$ cat src/rtl/alu_req_arbiter.sv
// Round-robin arbiter that shares a single ALU between NUM_REQ requesters.
// Only one ALU operation is outstanding at a time. A watchdog aborts the operation if the ALU never answers.
module alu_req_arbiter #(
    parameter int DATA_WIDTH = 8,
    parameter int NUM_REQ    = 4,
    parameter int ID_WIDTH   = $clog2(NUM_REQ),
    parameter int TIMEOUT    = 64
) (
    input  logic                          CLK,
    input  logic                          RST,
    input  logic [NUM_REQ-1:0]            REQ_VLD,
    output logic [NUM_REQ-1:0]            REQ_RDY,
    input  logic [NUM_REQ*4-1:0]          REQ_OP,
    input  logic [NUM_REQ*2-1:0]          REQ_MOVI,
    input  logic [NUM_REQ*DATA_WIDTH-1:0] REQ_A,
    input  logic [NUM_REQ*DATA_WIDTH-1:0] REQ_B,
    input  logic [NUM_REQ*DATA_WIDTH-1:0] REQ_MEM,
    input  logic [NUM_REQ*DATA_WIDTH-1:0] REQ_IMM,
    input  logic                          ALU_RDY,
    output logic                          ALU_ACT,
    output logic [3:0]                    ALU_OP,
    output logic [1:0]                    ALU_MOVI,
    output logic [DATA_WIDTH-1:0]         ALU_REG_A,
    output logic [DATA_WIDTH-1:0]         ALU_REG_B,
    output logic [DATA_WIDTH-1:0]         ALU_MEM,
    output logic [DATA_WIDTH-1:0]         ALU_IMM,
    input  logic [DATA_WIDTH-1:0]         EX_ALU,
    input  logic                          EX_ALU_VLD,
    output logic                          RSP_VLD,
    output logic [ID_WIDTH-1:0]           RSP_ID,
    output logic [DATA_WIDTH-1:0]         RSP_DATA,
    input  logic                          RSP_RDY,
    output logic                          TIMEOUT_ERR
);

    // The watchdog never has to hold a value larger than TIMEOUT-1.
    localparam int WD_W = (TIMEOUT > 2) ? $clog2(TIMEOUT) : 1;

    typedef enum logic [1:0] {
        S_IDLE  = 2'd0,
        S_ISSUE = 2'd1,
        S_WAIT  = 2'd2,
        S_RESP  = 2'd3
    } state_t;

    state_t                  state_q;
    logic [ID_WIDTH-1:0]     ptr_q;
    logic [ID_WIDTH-1:0]     gnt_q;
    logic [WD_W-1:0]         wd_q;
    logic                    act_q;
    logic [3:0]              op_q;
    logic [1:0]              movi_q;
    logic [DATA_WIDTH-1:0]   a_q;
    logic [DATA_WIDTH-1:0]   b_q;
    logic [DATA_WIDTH-1:0]   mem_q;
    logic [DATA_WIDTH-1:0]   imm_q;
    logic                    rsp_vld_q;
    logic [ID_WIDTH-1:0]     rsp_id_q;
    logic [DATA_WIDTH-1:0]   rsp_data_q;
    logic                    tmo_q;

    logic                    any_d;
    logic [ID_WIDTH-1:0]     gnt_d;
    logic                    grant;
    logic [3:0]              op_d;
    logic [1:0]              movi_d;
    logic [DATA_WIDTH-1:0]   a_d;
    logic [DATA_WIDTH-1:0]   b_d;
    logic [DATA_WIDTH-1:0]   mem_d;
    logic [DATA_WIDTH-1:0]   imm_d;

    // The scan starts one slot past the last-served requester and wraps around.
    always_comb begin : rr_pick
        int idx;
        idx   = 0;
        any_d = 1'b0;
        gnt_d = '0;
        for (int i = 1; i <= NUM_REQ; i++) begin
            idx = int'(ptr_q) + i;
            if (idx >= NUM_REQ) begin
                idx = idx - NUM_REQ;
            end
            if (!any_d && REQ_VLD[idx]) begin
                any_d = 1'b1;
                gnt_d = ID_WIDTH'(idx);
            end
        end
    end

    // REQ_RDY is held low while reset is asserted, because the reset edge will discard anything accepted in that cycle.
    assign grant = RST && (state_q == S_IDLE) && ALU_RDY && any_d;

    always_comb begin : rdy_decode
        REQ_RDY = '0;
        if (grant) begin
            REQ_RDY[gnt_d] = 1'b1;
        end
    end

    always_comb begin : grant_mux
        op_d   = REQ_OP[int'(gnt_d)*4 +: 4];
        movi_d = REQ_MOVI[int'(gnt_d)*2 +: 2];
        a_d    = REQ_A[int'(gnt_d)*DATA_WIDTH +: DATA_WIDTH];
        b_d    = REQ_B[int'(gnt_d)*DATA_WIDTH +: DATA_WIDTH];
        mem_d  = REQ_MEM[int'(gnt_d)*DATA_WIDTH +: DATA_WIDTH];
        imm_d  = REQ_IMM[int'(gnt_d)*DATA_WIDTH +: DATA_WIDTH];
    end

    always_ff @(posedge CLK) begin
        if (!RST) begin
            state_q    <= S_IDLE;
            ptr_q      <= ID_WIDTH'(NUM_REQ - 1);
            gnt_q      <= '0;
            wd_q       <= '0;
            act_q      <= 1'b0;
            op_q       <= '0;
            movi_q     <= '0;
            a_q        <= '0;
            b_q        <= '0;
            mem_q      <= '0;
            imm_q      <= '0;
            rsp_vld_q  <= 1'b0;
            rsp_id_q   <= '0;
            rsp_data_q <= '0;
            tmo_q      <= 1'b0;
        end else begin
            act_q <= 1'b0;
            tmo_q <= 1'b0;
            case (state_q)
                S_IDLE: begin
                    if (grant) begin
                        gnt_q   <= gnt_d;
                        op_q    <= op_d;
                        movi_q  <= movi_d;
                        a_q     <= a_d;
                        b_q     <= b_d;
                        mem_q   <= mem_d;
                        imm_q   <= imm_d;
                        act_q   <= 1'b1;
                        state_q <= S_ISSUE;
                    end
                end
                S_ISSUE: begin
                    wd_q    <= '0;
                    state_q <= S_WAIT;
                end
                // A result that arrives on the last counted cycle still completes normally.
                S_WAIT: begin
                    if (EX_ALU_VLD) begin
                        rsp_vld_q  <= 1'b1;
                        rsp_id_q   <= gnt_q;
                        rsp_data_q <= EX_ALU;
                        ptr_q      <= gnt_q;
                        state_q    <= S_RESP;
                    end else if (wd_q == WD_W'(TIMEOUT - 1)) begin
                        tmo_q   <= 1'b1;
                        ptr_q   <= gnt_q;
                        state_q <= S_IDLE;
                    end else begin
                        wd_q <= wd_q + WD_W'(1);
                    end
                end
                S_RESP: begin
                    if (RSP_RDY) begin
                        rsp_vld_q <= 1'b0;
                        state_q   <= S_IDLE;
                    end
                end
                default: state_q <= S_IDLE;
            endcase
        end
    end

    assign ALU_ACT     = act_q;
    assign ALU_OP      = op_q;
    assign ALU_MOVI    = movi_q;
    assign ALU_REG_A   = a_q;
    assign ALU_REG_B   = b_q;
    assign ALU_MEM     = mem_q;
    assign ALU_IMM     = imm_q;
    assign RSP_VLD     = rsp_vld_q;
    assign RSP_ID      = rsp_id_q;
    assign RSP_DATA    = rsp_data_q;
    assign TIMEOUT_ERR = tmo_q;

endmodule

$ cat config.mk
export PLATFORM = sky130hd
export DESIGN_NAME = alu_req_arbiter
export DESIGN_NICKNAME = d
export VERILOG_FILES = /design/src/rtl/alu_req_arbiter.sv
export SDC_FILE = /design/constraint.sdc
export NUM_CORES = 1
export LEC_CHECK = 0
export ABC_AREA = 1
export BUFFER_PORTS_ARGS = -buffer_cell sky130_fd_sc_hd__buf_2
export CAP_MARGIN = 5
export CORE_AREA = 3 3 96 98
export DETAILED_ROUTE_END_ITERATION = 16
export DIE_AREA = 0 0 99 101
export PLACE_DENSITY = 0.93
export SETUP_SLACK_MARGIN = 0.4
export SLEW_MARGIN = 20
export SYNTH_ARGS = -nofsm -noshare
export SYNTH_HDL_FRONTEND = slang
export SYNTH_SLANG_ARGS = --single-unit
$ cat constraint.sdc
create_clock -name CLK -period 6.01 [get_ports CLK]
set_input_delay 1.202 -clock CLK [delete_from_list [all_inputs] [get_ports CLK]]
set_output_delay 1.202 -clock CLK [all_outputs]
set_load 0.02 [all_outputs]
==> results.cfg <==
[synth]
synth.yosys.seq_area_share_pct = 30.5
ys_ff_latch = 63
synth.distinct_cells = 30
synth-adder-area-share_pct = 0.303
syn_nets = 893
yosys.area_share.simple_pct = 55.8
synth_top_family_by_area = simple AND/OR/NAND/NOR gates
syn_avg_cell_area_um2 = 5.72
synth_compound_area_share_pct = 4.24
synth_mux_area_share_pct = 0
synth_area_um2 = 4130
yosys_warnings = 0
synthesis.instances = 723
synth_xor_area_share_pct = 0.212

[floorplan]
die_w_um = 99
core_area_um2 = 8550
dieArea_um2 = 10000
initial_utilization_pct = 48.3
num_rows = 34
die_h_um = 101
io_pins = 224

[sta]
finalSetupTns_ns = 0
skew_ns = 0.0106
timing.fmax_ghz = 0.222
period_minus_slack_ns = 4.51
worst-slew-pin-transition_ns = 0.894
rsz0062_at_grt = false
maxSlewViolCount = 0
min_period_over_period_pct = 75.0
finalHoldViolations = 0
layout_setup_ws_ns = 1.50
setup_violations = 0
max-slew-margin-rel_pct = 40.3

[clock_network]
cts_buffer_depth = 2
cts_setup_buffers = 0
clkLatencyLatePin_ns = 0.33
cts_hold_buffers = 0
cts_buffers = 9
clock_sink_count = 63
htree_levels = 3
path_clk_slew_ns = 0.08
cts_resized = 0
cts_tree = built
cts-root-buf = clkbuf_8

[power_and_ir_drop]
leakagePower_nw = 3.22
p_comb_share_pct = 58.6
power.internal_w = 0.00134
power_frac_clock_pct = 17.5
swShare_pct = 49.4
power_w = 0.00264
power_frac_seq_pct = 23.9
ir_drop_v = 0.000439
p_per_area_nw_per_um2 = 489
power_switching_w = 0.00130

[hold_path]
min_path_cells = 2
hold_start = RSP_DATA[6]$_SDFFE_PN0P_
min_path_type = reg -> reg
min_to = RSP_DATA[6]$_SDFFE_PN0P_

[drt]
via_per_inst = 5.00
drcViolationCount = 0
wl_per_cell_um = 12.2
via_count = 5123
drt_iter0_markers = 194
ant_nets = 0
dr.pass1.iters = 4
wl_mm = 12.5

[worst_setup_path]
crit_path_max_fanout = 44
r2r_end = ALU_MEM[2]$_SDFFE_PN0P_
reg2reg_setup_slack_ns = 3.09
end_kind = output port
worstSetupStartpointType = input pin
required_ns = 4.81
crit_type = in -> out
timing.rr.start = ptr_q[0]$_SDFFE_PN1P_
crit_path_start = RST
arrival_ns = 3.31
r2r_cells = 16

[grt]
gr-total-overflow = 0
grt_pass1_vias = 4404
grt_max_degree = 78
track_usage_pct = 24.1
antenna_found_initial = 0
grt_pass1_wl_mm = 20.2

[final_layout]
drive_gt1_share_pct = 28.4
n_antenna_cell = 0
fillers = 836
syn_to_final_growth_pct = 30.6
nets = 1081
finish.instance_area_um2 = 5400

[placed_design]
hpwlAfterDp_mm = 9.16
placed_area_um2 = 5140
gp_congestion = 0.838
portBuffers = 223
post-place-ws_ns = 1.47

[run_status]
run_status = finished clean

[job]
maxCapViolCount = 0
==> cells in the final DEF (no fill, tap or decap), types with 5 or more instances in the layout <==
master	netlist	routed
dfxtp_1	63	63
a21oi_1	17	17
inv_1	17	17
nand2_1	398	398
nand3_1	132	132
nand2_2	8	8
buf_2	17	223
buf_4	8	5
clkbuf_8	0	11
nor2_1	12	11
==> power groups by stage <==
| stage | Sequential (W) | Clock (W) | Combinational [W] |
|---|---|---|---|
| after floorplan | 0.000776 | 0 | 0.00109 |
| after global placement | 0.000633 | 0 | 0.00154 |
| after detailed placement | 0.000638 | 0 | 0.00155 |
| after CTS | 0.000630 | 0.000472 | 0.00155 |
| after global routing | 0.000645 | 0.000494 | 0.00177 |
| final | 0.000630 | 0.000463 | 0.00155 |
==> synthesized netlist by cell type <==
cell | count | share of area [%]
nand2_1 | 398 | 36
nand3_1 | 132 | 16
dfxtp_1 | 63 | 31
clkbuf_1 | 20 | 1.8
a21oi_1 | 17 | 2.1
buf_2 | 17 | 2.1
inv_1 | 17 | 1.5
nor2_1 | 12 | 1.1
buf_4 | 8 | 1.5
nand2_2 | 8 | 1.2
buf_6 | 6 | 1.6
inv_2 | 3 | 0.27
o21ai_0 | 3 | 0.36
a211oi_1 | 2 | 0.36
o211ai_1 | 2 | 0.36
a221oi_1 | 1 | 0.21
a31oi_1 | 1 | 0.15
and2_1 | 1 | 0.15
ha_1 | 1 | 0.30
inv_4 | 1 | 0.15
nand3_4 | 1 | 0.42
nor2_4 | 1 | 0.27
nor3_1 | 1 | 0.12
nor3_2 | 1 | 0.24
nor4_1 | 1 | 0.15
o211a_1 | 1 | 0.24
o21a_1 | 1 | 0.18
o21ai_1 | 1 | 0.12
o31ai_1 | 1 | 0.18
xnor2_1 | 1 | 0.21
==> sequential cells by signal, summed over array words and instances (netlist names), 2 cells and up <==
signal	cells
ALU_REG_B	8
ALU_MEM	8
ALU_MOVI	2
ALU_REG_A	8
wd_q	6
ptr_q	2
state_q	2
RSP_DATA	8
ALU_IMM	8
gnt_q	2
ALU_OP	4
RSP_ID	2
==> layer usage <==
metal / GRT usage [%] / part of all wire [%] / vias to the layer above
met1: 30.5 / 42 / 2273
met2: 41.8 / 49 / 170
met3: 5.05 / 8.0 / 15
met5: 0 / 0 / -
met4: 5.99 / 1.0 / 0
li1: - / - / 2665
==> kinds of logic after synthesis <==
logic type,after synthesis
compound gates,30
xor+xnor,1
fa+ha+maj,1
buf+inv,72
flops,63
simple gates,556
==> critical path: stages <==
cell and delay [ns]:
buf_2 0.07, buf_4 0.37, nand2_1 0.09, nor2_1 0.14, nand2_2 0.06, buf_4 0.25
inv_2 0.56, nand2_1 0.20, nor2_1 0.14, buf_2 0.19
==> cell type report <==
cell class | instances | area, um^2 | area share [%]
flip-flops and latches | 63 | 1260 | 23.4
clock buffers | 11 | 151 | 2.81
clock inverters | 5 | 104 | 1.92
multi-input cells | 588 | 2510 | 46.5
repair buffers | 228 | 1150 | 21.4
inverters | 21 | 81.3 | 1.51
well taps | 108 | 135 | 2.50
==> how the worst max path moves through the flow <==
stage	slack, ns	depth (start not counted)	end
after floorplan	2.20	11	REQ_RDY[0]
after global placement	1.52	10	REQ_RDY[1]
after detailed placement	1.47	10	REQ_RDY[1]
after CTS	1.46	10	REQ_RDY[1]
after global routing	1.19	10	REQ_RDY[1]
final	1.50	10	REQ_RDY[1]
==> metrics by stage <==
stage / std cells / utilization, % / hold WS [ns]
final: 1024 / 63.1 / 0.463
after global routing: 1024 / 63.1 / 0.478
after CTS: 1024 / 63.1 / 0.462
after detailed placement: 1008 / 60.1 / 0.450
after global placement: 1008 / 60.1 / 0.450
after floorplan: 723 / - / 0.440
Power figures use the tool's default switching activity.
